## config.mk

```make
export PLATFORM = sky130hd
export DESIGN_NAME = dmem_arbiter
export DESIGN_NICKNAME = d
export VERILOG_FILES = /design/src/rtl/dmem_arb_pkg.sv /design/src/rtl/arb_tag_pipe.sv /design/src/rtl/dmem_arbiter.sv
export SDC_FILE = /design/constraint.sdc
export NUM_CORES = 1
export LEC_CHECK = 0
export CAP_MARGIN = 20
export CORE_AREA = 2 2 94 96
export DETAILED_ROUTE_END_ITERATION = 7
export DIE_AREA = 0 0 96 98
export GPL_TIMING_DRIVEN = 0
export SETUP_SLACK_MARGIN = 0.02
export SYNTH_ARGS = -nofsm -noshare
export SYNTH_HDL_FRONTEND = slang
export SYNTH_SLANG_ARGS = --single-unit
```

## constraint.sdc

```tcl
create_clock -name clock -period 3.7 [get_ports clock]
set_input_delay 0.74 -clock clock [delete_from_list [all_inputs] [get_ports clock]]
set_output_delay 0.74 -clock clock [all_outputs]
set_load 0.03 [all_outputs]
```

## src/rtl/dmem_arb_pkg.sv

```systemverilog
// Shared types for the dmem arbiter: request owner, read-return tag and
// the width of the G starvation counter.
package dmem_arb_pkg;

    localparam int STARVE_CNT_W = 4;
    localparam logic [STARVE_CNT_W-1:0] STARVE_MAX = '1;

    typedef enum logic {
        OWN_P = 1'b0,
        OWN_G = 1'b1
    } owner_e;

    typedef struct packed {
        logic   valid;
        owner_e owner;
    } tag_t;

    localparam tag_t TAG_IDLE = '{valid: 1'b0, owner: OWN_P};

endpackage

```

## src/rtl/arb_tag_pipe.sv

```systemverilog
// RD_LAT-deep shift register of read tags; its output marks which port owns
// the dmem q word currently on the bus.
module arb_tag_pipe
    import dmem_arb_pkg::*;
#(
    parameter int RD_LAT = 1
) (
    input  logic clock,
    input  logic reset,
    input  tag_t tag_i,
    output tag_t tag_o
);

    tag_t stage_q [RD_LAT];

    // NOTE: the tag stages are reset (unlike a data RAM) so a read in flight at
    // reset can never raise rvalid afterwards; non-blocking keeps the shift order-independent.
    always_ff @(posedge clock or negedge reset) begin
        if (!reset) begin
            for (int i = 0; i < RD_LAT; i++) begin
                stage_q[i] <= TAG_IDLE;
            end
        end else begin
            stage_q[0] <= tag_i;
            for (int i = 1; i < RD_LAT; i++) begin
                stage_q[i] <= stage_q[i-1];
            end
        end
    end

    assign tag_o = stage_q[RD_LAT-1];

endmodule

```

## src/rtl/dmem_arbiter.sv

```systemverilog
// Shares the single-port dmem between the processor data port (P) and the
// game engine (G): one grant per clock, tagged read returns, bounded G starvation.
module dmem_arbiter
    import dmem_arb_pkg::*;
#(
    parameter int ADDR_W     = 12,
    parameter int DATA_W     = 32,
    parameter int RD_LAT     = 1,
    parameter int STARVE_LIM = 3,
    parameter int G_WR_EN    = 1
) (
    input  logic              clock,
    input  logic              reset,
    input  logic              p_req,
    input  logic              p_wren,
    input  logic [ADDR_W-1:0] p_addr,
    input  logic [DATA_W-1:0] p_wdata,
    output logic              p_gnt,
    output logic              p_rvalid,
    output logic [DATA_W-1:0] p_rdata,
    input  logic              g_req,
    input  logic              g_wren,
    input  logic [ADDR_W-1:0] g_addr,
    input  logic [DATA_W-1:0] g_wdata,
    output logic              g_gnt,
    output logic              g_rvalid,
    output logic [DATA_W-1:0] g_rdata,
    output logic              g_err,
    output logic [ADDR_W-1:0] mem_addr,
    output logic [DATA_W-1:0] mem_wdata,
    output logic              mem_wren,
    input  logic [DATA_W-1:0] mem_q
);

    localparam logic G_WR_OK = (G_WR_EN != 0);
    localparam logic [STARVE_CNT_W-1:0] LIM = STARVE_CNT_W'(STARVE_LIM);

    logic [STARVE_CNT_W-1:0] starve_q, starve_d;
    logic g_err_q, g_err_d;
    logic g_wins;
    tag_t tag_push, tag_out;

    // NOTE: every output gets a default first so no path through this block infers a latch.
    always_comb begin
        g_wins    = (starve_q >= LIM);
        // Grants are gated by reset so nothing is issued while the arbiter is held.
        p_gnt     = reset & p_req & (~g_req | ~g_wins);
        g_gnt     = reset & g_req & (~p_req | g_wins);
        mem_addr  = '0;
        mem_wdata = '0;
        mem_wren  = 1'b0;
        if (p_gnt) begin
            mem_addr  = p_addr;
            mem_wdata = p_wdata;
            mem_wren  = p_wren;
        end else if (g_gnt) begin
            mem_addr  = g_addr;
            mem_wdata = g_wdata;
            mem_wren  = g_wren & G_WR_OK;
        end
        g_err_d        = g_gnt & g_wren & ~G_WR_OK;
        tag_push.valid = (p_gnt & ~p_wren) | (g_gnt & ~g_wren);
        tag_push.owner = g_gnt ? OWN_G : OWN_P;
    end

    always_comb begin
        starve_d = starve_q;
        if (g_gnt) begin
            starve_d = '0;
        end else if (g_req && starve_q != STARVE_MAX) begin
            starve_d = starve_q + STARVE_CNT_W'(1);
        end
    end

    always_ff @(posedge clock or negedge reset) begin
        if (!reset) begin
            starve_q <= '0;
            g_err_q  <= 1'b0;
        end else begin
            starve_q <= starve_d;
            g_err_q  <= g_err_d;
        end
    end

    arb_tag_pipe #(
        .RD_LAT (RD_LAT)
    ) u_tag_pipe (
        .clock (clock),
        .reset (reset),
        .tag_i (tag_push),
        .tag_o (tag_out)
    );

    assign p_rvalid = tag_out.valid && (tag_out.owner == OWN_P);
    assign g_rvalid = tag_out.valid && (tag_out.owner == OWN_G);
    assign p_rdata  = mem_q;
    assign g_rdata  = mem_q;
    assign g_err    = g_err_q;

endmodule

```

# After elaboration in Yosys (flattened, before gate mapping)
# Cells that the tools add are included.
[totals]
regBits = 6
out_inout_bits = 114
elab_cells = 34
[op_classes]
n_addsub = 1
order_cmp = 1
n_eq_ne = 1
n_mux = 9
bitwise_logic = 15
n_reduce_logical = 4
[ops]
columns = ["cell", "count"]
rows = [
  ["$mux 32", 2],
  ["$mux 12", 2],
  ["$mux 4", 2],
  ["$and 1x1->1", 6],
  ["$not 1->1", 6],
  ["$add 4x1->4 const B", 1],
  ["$ge 4x2->1 const B", 1],
  ["$ne 4x4->1 const B", 1],
  ["$logic_and 1x1->1", 3],
  ["$mux 1", 3],
  ["$or 1x1->1", 3],
  ["$reduce_bool 2->1", 1],
]

# Depth between registers and ports, before layout
# Gate-level depths: netlist of run 1.
[depth]
depth_word = 6
depth_mapped = 6
depth_no_buf = 4

# By module
# Synthesis of run 1 repeated with hierarchy kept, for this count alone.
[unflattened]
cells_unflattened = 153
hier_area_um2 = 1263.7
[modules_own_cells]
columns = ["mod", "instances", "cells_each", "area_each_um2", "seq_area_each_um2"]
rows = [
  ["dmem_arbiter", 1, 151, 1213.7, 100.1],
  ["arb_tag_pipe", 1, 2, 50.0, 50.0],
]

# Worst setup path after synthesis of run 1
# Ideal clock, no wire load.
[synth_timing]
kind = "input-to-output"
from = "input g_req"
to = "output mem_wdata[25]"
arrival_time_ns = 1.652
required_time_ns = 2.960
setup_slack_ns = 1.308
stages = 4
n_path_buf = 1
path_cell_list = "nand2_1 -> a21oi_1 -> buf_2 -> a22o_1"
[synth_between]
elab_chain_len = 4
elab_cells_between_ends = 7
classes_between = "mux: 2; bitwise: 5"
[synth_rtl]
columns = ["element", "line", "rtl"]
rows = [
  ["from (decl)", "dmem_arbiter.sv:21", "input logic g_req,"],
  ["$and 1x1->1 (2 in series)", "dmem_arbiter.sv:48", "g_gnt = reset & g_req & (~p_req | g_wins);"],
  ["named net g_gnt", "dmem_arbiter.sv:25", "output logic g_gnt,"],
  ["$mux 32", "dmem_arbiter.sv:56", "end else if (g_gnt) begin"],
  ["$mux 32", "dmem_arbiter.sv:52", "if (p_gnt) begin"],
  ["to (decl)", "dmem_arbiter.sv:30", "output logic [DATA_W-1:0] mem_wdata,"],
]
# The timed path passes the listed nets, and every way through them passes these cells.

# Final worst setup path of run 1
[layout_timing]
from = "input g_req"
to = "output mem_wdata[5]"
[layout_between]
elab_chain_len = 4
elab_cells_between_ends = 7
classes_between = "mux: 2; bitwise: 5"
[layout_rtl]
columns = ["element", "line"]
rows = [
  ["$and 1x1->1 / $not 1->1 (equally long branches)", "dmem_arbiter.sv:48, dmem_arbiter.sv:47"],
  ["$and 1x1->1 / $or 1x1->1 (equally long branches)", "dmem_arbiter.sv:48, dmem_arbiter.sv:47"],
  ["$mux 32 / $and 1x1->1 (equally long branches)", "dmem_arbiter.sv:56, dmem_arbiter.sv:47"],
  ["$mux 32 *", "dmem_arbiter.sv:52"],
]
# Every way passes the cells marked *; elsewhere a longest branch is shown, timed or not.

==> flow_metrics.tcl, run 1 <==
set metrics [dict create \
    final_cells 470 \
    timing.final.crit_period_ps 3540 \
    finClkSkew_ps 2.33 \
    top_layer "met4" \
    status "finished clean" \
    synthesis.area_mm2 0.00126 \
    drc 0 \
    synth_top_family_by_area "buffers and inverters" \
    final_common_cell "clkdlybuf4s50_1" \
    overflow 0 \
    diodes 0 \
    die_y_um 98 \
    synthMuxAreaShare 0 \
    clock_sinks 6 \
    initial_core_util 0.149 \
    clk_pin_slew_ps 40 \
    vias_per_cell 4.03 \
    p_leak_nw 1.53 \
    vias 1892 \
    setup_violations 0 \
    htree_num_levels 1 \
    hp-class "input pin to async pin" \
    critPathArrivalTime_ps 2800 \
    syn_to_final_growth_pct 179 \
    grt_pass1_vias 1986 \
    max_freq_ghz 0.283 \
    rows 34 \
    place_hpwl_mm 5.45 \
    synth_seq_cells 6 \
    clockRootBuffer "clkbuf_8" \
    worst_setup_path_end_kind "output pin" \
    synthSimpleGateAreaFrac 0.0446 \
    final.setup.tns_ps 0 \
    rr_startpoint "starve_q[0]" \
    p_per_area_mw_per_mm2 261 \
    drive_gt1_frac 0.221 \
    wl_met2_mm 3.33 \
    antenna_found_initial 0 \
    path_max_fanout 10 \
    final_cell_mix "203 x clkdlybuf4s50_1, 65 x buf_4, 46 x a22o_1, 6 x dfrtp_1, 5 x buf_2" \
    max-vdd-ir-drop_uv 86.7 \
    wl_met1_mm 2.05 \
    firstDrtPassIters 4 \
    ios 240 \
    finalCritPeriodShare 0.956 \
    synth_xor_area_frac 0 \
    drv_slew 0 \
    die_x_um 96 \
    synth_nets 280 \
    clock_path_buffers 2 \
    post_cts_buffers 0 \
    synth_compound_area_frac 0.366 \
    routedWlPerCell_um 13.0 \
    grt_pass1_wl_mm 9.24 \
    drtIter0Drc 24 \
    cts_resized 2 \
    rsz0062_at_grt "no" \
    ctsHoldBuffers 0 \
    placed_area_mm2 0.00346 \
    tritoncts "yes" \
    synth_cell_types 22 \
    wl_met3_um 637 \
    routabilityCongestion 0.747 \
    nets 491 \
    required_ps 2960 \
    synth_cells 153 \
    ant_nets 0 \
    die_area_mm2 0.00941 \
    cts_buffers 3 \
    hold_violations 0 \
    yosysSeqAreaShare 0.119 \
    io_buffers 206 \
    cp-startpoint "g_req" \
    finalInstanceArea_mm2 0.00352 \
    grt_max_degree 12 \
    clk_latency_ps 220 \
    grtUsageTotal 0.122 \
    routed_wl_mm 6.10 \
    dpl.cell_count 467 \
    syn_avg_cell_area_um2 8.26 \
    yosysWarnings 0 \
    cp-start-kind "input pin" \
    critPathKind "input pin to output pin" \
    core-area_mm2 0.00847 \
    synthAdderAreaFrac 0.00990 \
    drv_cap 0 \
]
[cells in the mapped netlist]
cell	n	area, um2
buf_4	65	488
a22o_1	46	403
buf_2	6	30.0
dfrtp_1	6	150
a21oi_1	5	25.0
buf_6	4	45.0
inv_1	3	11.3
nand2_1	2	7.51
nor3_1	2	10.0
o21ai_0	2	10.0
a211oi_1	1	7.51
and2_1	1	6.26
and3_1	1	6.26
conb_1	1	3.75
ha_1	1	12.5
inv_2	1	3.75
nand3b_1	1	7.51
nand4_1	1	6.26
nor2b_1	1	6.26
o211a_1	1	10.0
o21bai_1	1	7.51
or3_1	1	6.26
[area by class of cell]
class                   instances  area, um2
clock buffers                   3       41.3
well taps                     108        135
flip-flops and latches          6        150
multi-input cells              68        547
repair buffers                206       2070
inverters                       4       15.0
plain buffers                  75        566
fillers                       833       4950
[sequential cells by signal, indices dropped and copies added, names as in the netlist]
signal            cells
u_tag_pipe.tag_o      2
starve_q              4
[critical path, stage by stage]
cell and delay (ps):
clkdlybuf4s50_1 580, nand2_1 120, a21oi_4 220, buf_2 260
a22o_1 180, clkdlybuf4s50_1 680
[kinds of logic after synthesis]
family / Yosys count
and+or+nand+nor: 10
adders and majority gates: 1
other: 1
buffers and inverters: 79
DFF: 6
AOI/OAI and AO/OA: 56
[per-layer routing]
metal	vias up	global-route usage
met1	848	0.129
li1	911	-
met2	122	0.235
met4	0	0.0253
met3	11	0.0324
met5	-	0
[power by group]
group | switching [mW] | internal [mW] | leakage, nW | total [mW]
registers | 0.0131 | 0.0812 | 0.0788 | 0.0944
clock network | 0.0281 | 0.0699 | 0.0216 | 0.0979
logic | 0.357 | 0.370 | 1.43 | 0.727
total | 0.398 | 0.521 | 1.53 | 0.920
[per-stage QoR]
stage          total power [mW]  hold slack, ps  worst slack (ps)   util
6_report                  0.920             531               164  0.416
5_1_grt                   0.974             552              21.2  0.416
4_1_cts                   0.928             533              23.2  0.414
3_5_place_dp              0.823             573              -276  0.409
3_3_place_gp              0.818             557              -274  0.409
2_1_floorplan             0.494             444              1310      -
[final timing paths]
path / endpoint / slack, ps / depth (start not counted)
setup / recovery: mem_wdata[5] / 160 / 6
hold / removal: starve_q[0] / 530 / 1
setup reg to reg: u_tag_pipe.tag_o[1] / 1890 / 5
hold reg to reg: starve_q[1] / 580 / 2
max in group asynchronous: u_tag_pipe.tag_o[0] / 2900 / 1
min in group clock: starve_q[1] / 580 / 2
No activity file was read; power rests on OpenSTA's default activity.
==> run 2, diff against run 1 <==
--- a/config.mk
+++ b/config.mk
@@ -6,10 +6,11 @@
 export NUM_CORES = 1
 export LEC_CHECK = 0
 export CAP_MARGIN = 20
-export CORE_AREA = 2 2 94 96
+export CORE_AREA = 2 2 93 95
 export DETAILED_ROUTE_END_ITERATION = 7
-export DIE_AREA = 0 0 96 98
+export DIE_AREA = 0 0 95 97
 export GPL_TIMING_DRIVEN = 0
+export PLACE_DENSITY = 0.66
 export SETUP_SLACK_MARGIN = 0.02
 export SYNTH_ARGS = -nofsm -noshare
 export SYNTH_HDL_FRONTEND = slang
==> constraint.sdc (replaced) <==
create_clock -name clock -period 3.69 [get_ports clock]
set_input_delay 0.738 -clock clock [delete_from_list [all_inputs] [get_ports clock]]
set_output_delay 0.738 -clock clock [all_outputs]
set_load 0.03 [all_outputs]
==> run 2 against run 1 <==
Effect of this change:
- utilization is 1.8 points higher
- final area is 0.36% higher
- largest power group unchanged
- die area is 2.1% lower
- clock-buffer cell count unchanged
- register-to-register slack improved by 20 ps
- worst setup slack gained 24 ps
- flip-flop and latch count is the same
- via count shrank 0.85%
- routed wire length shrank 0.70%
- power decreased by 0.20%
==> flow_metrics.tcl, run 2 (same netlist as run 1, synthesis figures left out) <==
set metrics [dict create \
    ant_nets 0 \
    setup_violations 0 \
    final.setup.tns_ps 0 \
    firstDrtPassIters 4 \
    initial_core_util 0.155 \
    max_freq_ghz 0.286 \
    vias_per_cell 4.02 \
    io_buffers 206 \
    vias 1876 \
    pre_cts_ws_ps -259 \
    cts_resized 4 \
    finClkSkew_ps 1.41 \
    core-area_mm2 0.00813 \
    drtIter0Drc 22 \
    ios 240 \
    cp-start-kind "input pin" \
    clk_pin_slew_ps 40 \
    timing.final.crit_period_ps 3500 \
    diodes 0 \
    clock_path_buffers 2 \
    slowest_stage "clkdlybuf4s50_1" \
    antenna_found_initial 0 \
    die_x_um 95 \
    final_cell_mix "195 x clkdlybuf4s50_1, 66 x buf_4, 46 x a22o_1, 9 x dlymetal6s2s_1, 6 x dfrtp_1" \
    drv_slew 0 \
    drc 0 \
    grt_pass1_vias 1912 \
    final_common_cell "clkdlybuf4s50_1" \
    clk_latency_ps 220 \
    routedWlPerCell_um 13.0 \
    final_cells 467 \
    tritoncts "yes" \
    worst_slack_ps 188 \
    die_y_um 97 \
    syn_to_final_growth_pct 180 \
    max-vdd-ir-drop_uv 118 \
    dpl.cell_count 464 \
    grt_max_degree 12 \
    cts_buffers 3 \
    routabilityCongestion 0.778 \
    hp-class "input pin to async pin" \
    die_area_mm2 0.00922 \
    finalCritPeriodShare 0.949 \
    largest_reg_flops 4 \
    drv_cap 0 \
    nets 491 \
    place_hpwl_mm 5.46 \
    ctsHoldBuffers 0 \
    p_leak_nw 1.64 \
    routed_wl_mm 6.06 \
    critPathArrivalTime_ps 2760 \
    total_power_mw 0.918 \
    fill_cells 825 \
    clock_sinks 6 \
    grtUsageTotal 0.122 \
    status "finished clean" \
    worst_setup_path_end_kind "output pin" \
    cp_cell_sequence "clkdlybuf4s50_1 -> nand2_1 -> a21oi_4 -> buf_2 -> a22o_1 -> clkdlybuf4s50_1" \
    rsz0062_at_grt "no" \
    clockRootBuffer "clkbuf_8" \
    required_ps 2950 \
    hold_violations 0 \
    rows 33 \
    critical_path.max_stage_delay_ps 680 \
    drive_gt1_frac 0.221 \
    critPathKind "input pin to output pin" \
    cpMostUsedCell "clkdlybuf4s50_1" \
    p_per_area_mw_per_mm2 260 \
    htree_num_levels 1 \
    post_cts_buffers 0 \
    overflow 0 \
    holdWs_ps 514 \
    grt_pass1_wl_mm 9.10 \
    path_max_fanout 10 \
    regMostFlops "starve_q" \
]
-- run 2: changes by cell type in the layout (fill, tap and decap cells not counted), sizes merged --
| cell | delta |
|---|---|
| clkbuf | -1 |
| dlygate4sd2 | +1 |
| dlymetal6s2s | +7 |
| clkdlybuf4s50 | -8 |
| buf | +1 |
-- run 2: metal layers --
metal,part of all wire,track usage,vias to the layer above
li1,-,-,911
met3,0.10,0.0343,8
met4,0.014,0.0234,0
met5,0,0,-
met1,0.34,0.125,844
met2,0.55,0.241,113
-- run 2: power by group --
group | leakage, nW | internal, mW | total, mW | switching, mW
Clock | 0.0216 | 0.0701 | 0.0991 | 0.0290
Sequential | 0.0788 | 0.0814 | 0.0944 | 0.0130
Combinational | 1.54 | 0.369 | 0.724 | 0.355
Total | 1.64 | 0.521 | 0.918 | 0.397
-- run 2: per-stage QoR --
stage                     area [um2]  utilization
after CTS                       3500        0.431
after detailed placement        3460        0.425
after global placement          3460        0.425
after global routing            3530        0.434
after floorplan                 1260            -
final                           3530        0.434
-- run 2: worst paths after layout --
check	start	to	slack, ps	cells past startpoint
setup / recovery	g_req	mem_wdata[19]	190	6
hold / removal	reset	starve_q[3]	510	1
setup reg to reg	starve_q[0]	u_tag_pipe.tag_o[1]	1910	5
hold reg to reg	starve_q[1]	starve_q[1]	590	2
max in group asynchronous	reset	u_tag_pipe.tag_o[1]	2930	1
min in group clock	starve_q[1]	starve_q[1]	590	2
-- run 2: layout make-up --
class / count / area, um2 / area share
buffer: 75 / 566 / 0.160
clock buffer: 3 / 41.3 / 0.0117
inverter: 4 / 15.0 / 0.00425
multi-input combinational: 68 / 547 / 0.155
sequential: 6 / 150 / 0.0425
tap: 105 / 131 / 0.0372
timing repair buffer: 206 / 2080 / 0.589
-- run 2: worst max-delay path: cells and delay by family --
family / cells / cell delay (ps)
buf+inv: 3 / 1520
compound gates: 2 / 380
simple gates: 1 / 130
==> run 3, diff against run 2 <==
==> constraint.sdc (replaced) <==
create_clock -name clock -period 3.7 [get_ports clock]
set_input_delay 0.74 -clock clock [delete_from_list [all_inputs] [get_ports clock]]
set_output_delay 0.74 -clock clock [all_outputs]
set_load 0.03 [all_outputs]
==> run 3 against run 2 <==
Effect of this change:
- critical endpoint is now mem_wdata[16]
- combinational power about the same
- final cell count unchanged
- clock-buffer cell count unchanged
- global-route usage unchanged
- utilization decreased by 0.12 points
- largest cell class unchanged
- sequential power about the same
- via count about the same
- final area decreased by 0.28%
==> flow_metrics.tcl, run 3 (same netlist as run 1, synthesis figures left out) <==
set metrics [dict create \
    status "finished clean" \
    largest_reg_flops 4 \
    firstDrtPassIters 4 \
    rows 33 \
    critPathKind "input pin to output pin" \
    final_cell_mix "199 x clkdlybuf4s50_1, 66 x buf_4, 46 x a22o_1, 6 x dfrtp_1" \
    rrSetupSlack_ps 1920 \
    final_common_cell "clkdlybuf4s50_1" \
    hold_violations 0 \
    drv_slew 0 \
    place_hpwl_mm 5.46 \
    cts_resized 4 \
    drc 0 \
    placed_area_mm2 0.00346 \
    final.setup.tns_ps 0 \
    clk_pin_slew_ps 40 \
    drive_gt1_frac 0.221 \
    fill_cells 825 \
    path_max_fanout 10 \
    overflow 0 \
    finalInstanceArea_mm2 0.00352 \
    holdWs_ps 516 \
    worstRegToRegCells 5 \
    finalCritPeriodShare 0.956 \
    grt_max_degree 12 \
    initial_core_util 0.155 \
    critical_path.max_stage_delay_ps 680 \
    hp-class "input pin to async pin" \
    vias 1875 \
    pre_cts_ws_ps -253 \
    clock_sinks 6 \
    rsz0062_at_grt "no" \
    final_util 0.433 \
    cpMostUsedCell "clkdlybuf4s50_1" \
    cp-start-kind "input pin" \
    multi_input_area_um2 547 \
    dpl.cell_count 464 \
    vias_per_cell 4.01 \
    routed_wl_mm 6.06 \
    rr_startpoint "starve_q[0]" \
    die_y_um 97 \
    core-area_mm2 0.00813 \
    total_power_mw 0.917 \
    worst_slack_ps 161 \
    required_ps 2960 \
    die_x_um 95 \
    slowest_stage "clkdlybuf4s50_1" \
    clockRootBuffer "clkbuf_8" \
    antenna_found_initial 0 \
    clock_path_buffers 2 \
    finClkSkew_ps 1.41 \
    ctsHoldBuffers 0 \
    routedWlPerCell_um 13.0 \
    routabilityCongestion 0.778 \
    htree_num_levels 1 \
    clk_latency_ps 220 \
    grt_pass1_wl_mm 9.10 \
    drv_cap 0 \
    critPathArrivalTime_ps 2800 \
    ios 240 \
    max_freq_ghz 0.283 \
    regArea_um2 150 \
    p_per_area_mw_per_mm2 260 \
    ant_nets 0 \
    final_cells 467 \
    diodes 0 \
    tritoncts "yes" \
    rr_endpoint "u_tag_pipe.tag_o[1]" \
    drtIter0Drc 19 \
    die_area_mm2 0.00922 \
    setup_violations 0 \
    syn_to_final_growth_pct 179 \
    io_buffers 206 \
    p_leak_nw 1.58 \
    cp_cell_sequence "clkdlybuf4s50_1 -> nand2_1 -> a21oi_4 -> buf_2 -> a22o_1 -> clkdlybuf4s50_1" \
    nets 491 \
    grt_pass1_vias 1912 \
    post_cts_buffers 0 \
    worst_setup_path_end_kind "output pin" \
    grtUsageTotal 0.122 \
    max-vdd-ir-drop_uv 118 \
    timing.final.crit_period_ps 3540 \
    cts_buffers 3 \
    regMostFlops "starve_q" \
]
==> run 3: critical path: cells and delay by family <==
kind | cells | cell delay, ps
AO/OA/AOI/OAI | 2 | 400
buffers and inverters | 3 | 1520
AND/OR/NAND/NOR | 1 | 130
==> run 3: layout make-up <==
cell class,instances,share of cell area
timing repair buffer,206,0.588
buffer,75,0.161
multi-input combinational,68,0.155
sequential,6,0.0426
tap,105,0.0373
clock buffer,3,0.0117
inverter,4,0.00426
==> run 3: how the worst max path moves through the flow <==
stage	startpoint	end	slack (ps)	cells past startpoint
floorplan	g_req	mem_wdata[25]	1310	4
global placement	reset	mem_wdata[30]	-210	6
detailed placement	reset	mem_wdata[26]	-250	6
CTS	g_req	mem_wdata[16]	40	6
global route	g_req	mem_wdata[21]	20	6
finish	g_req	mem_wdata[16]	160	6
==> run 3: metal layers <==
layer	global-route usage	vias to the layer above	share of wire
met2	0.241	113	0.55
met5	0	-	0
met4	0.0234	0	0.014
met3	0.0343	8	0.10
li1	-	911	-
met1	0.125	843	0.33
==> run 3: report_power, final <==
part,internal [mW],leakage [nW],switching (mW),total (mW)
registers,0.0812,0.0788,0.0130,0.0942
logic,0.369,1.48,0.355,0.724
clock network,0.0700,0.0216,0.0289,0.0989
total,0.520,1.58,0.397,0.917
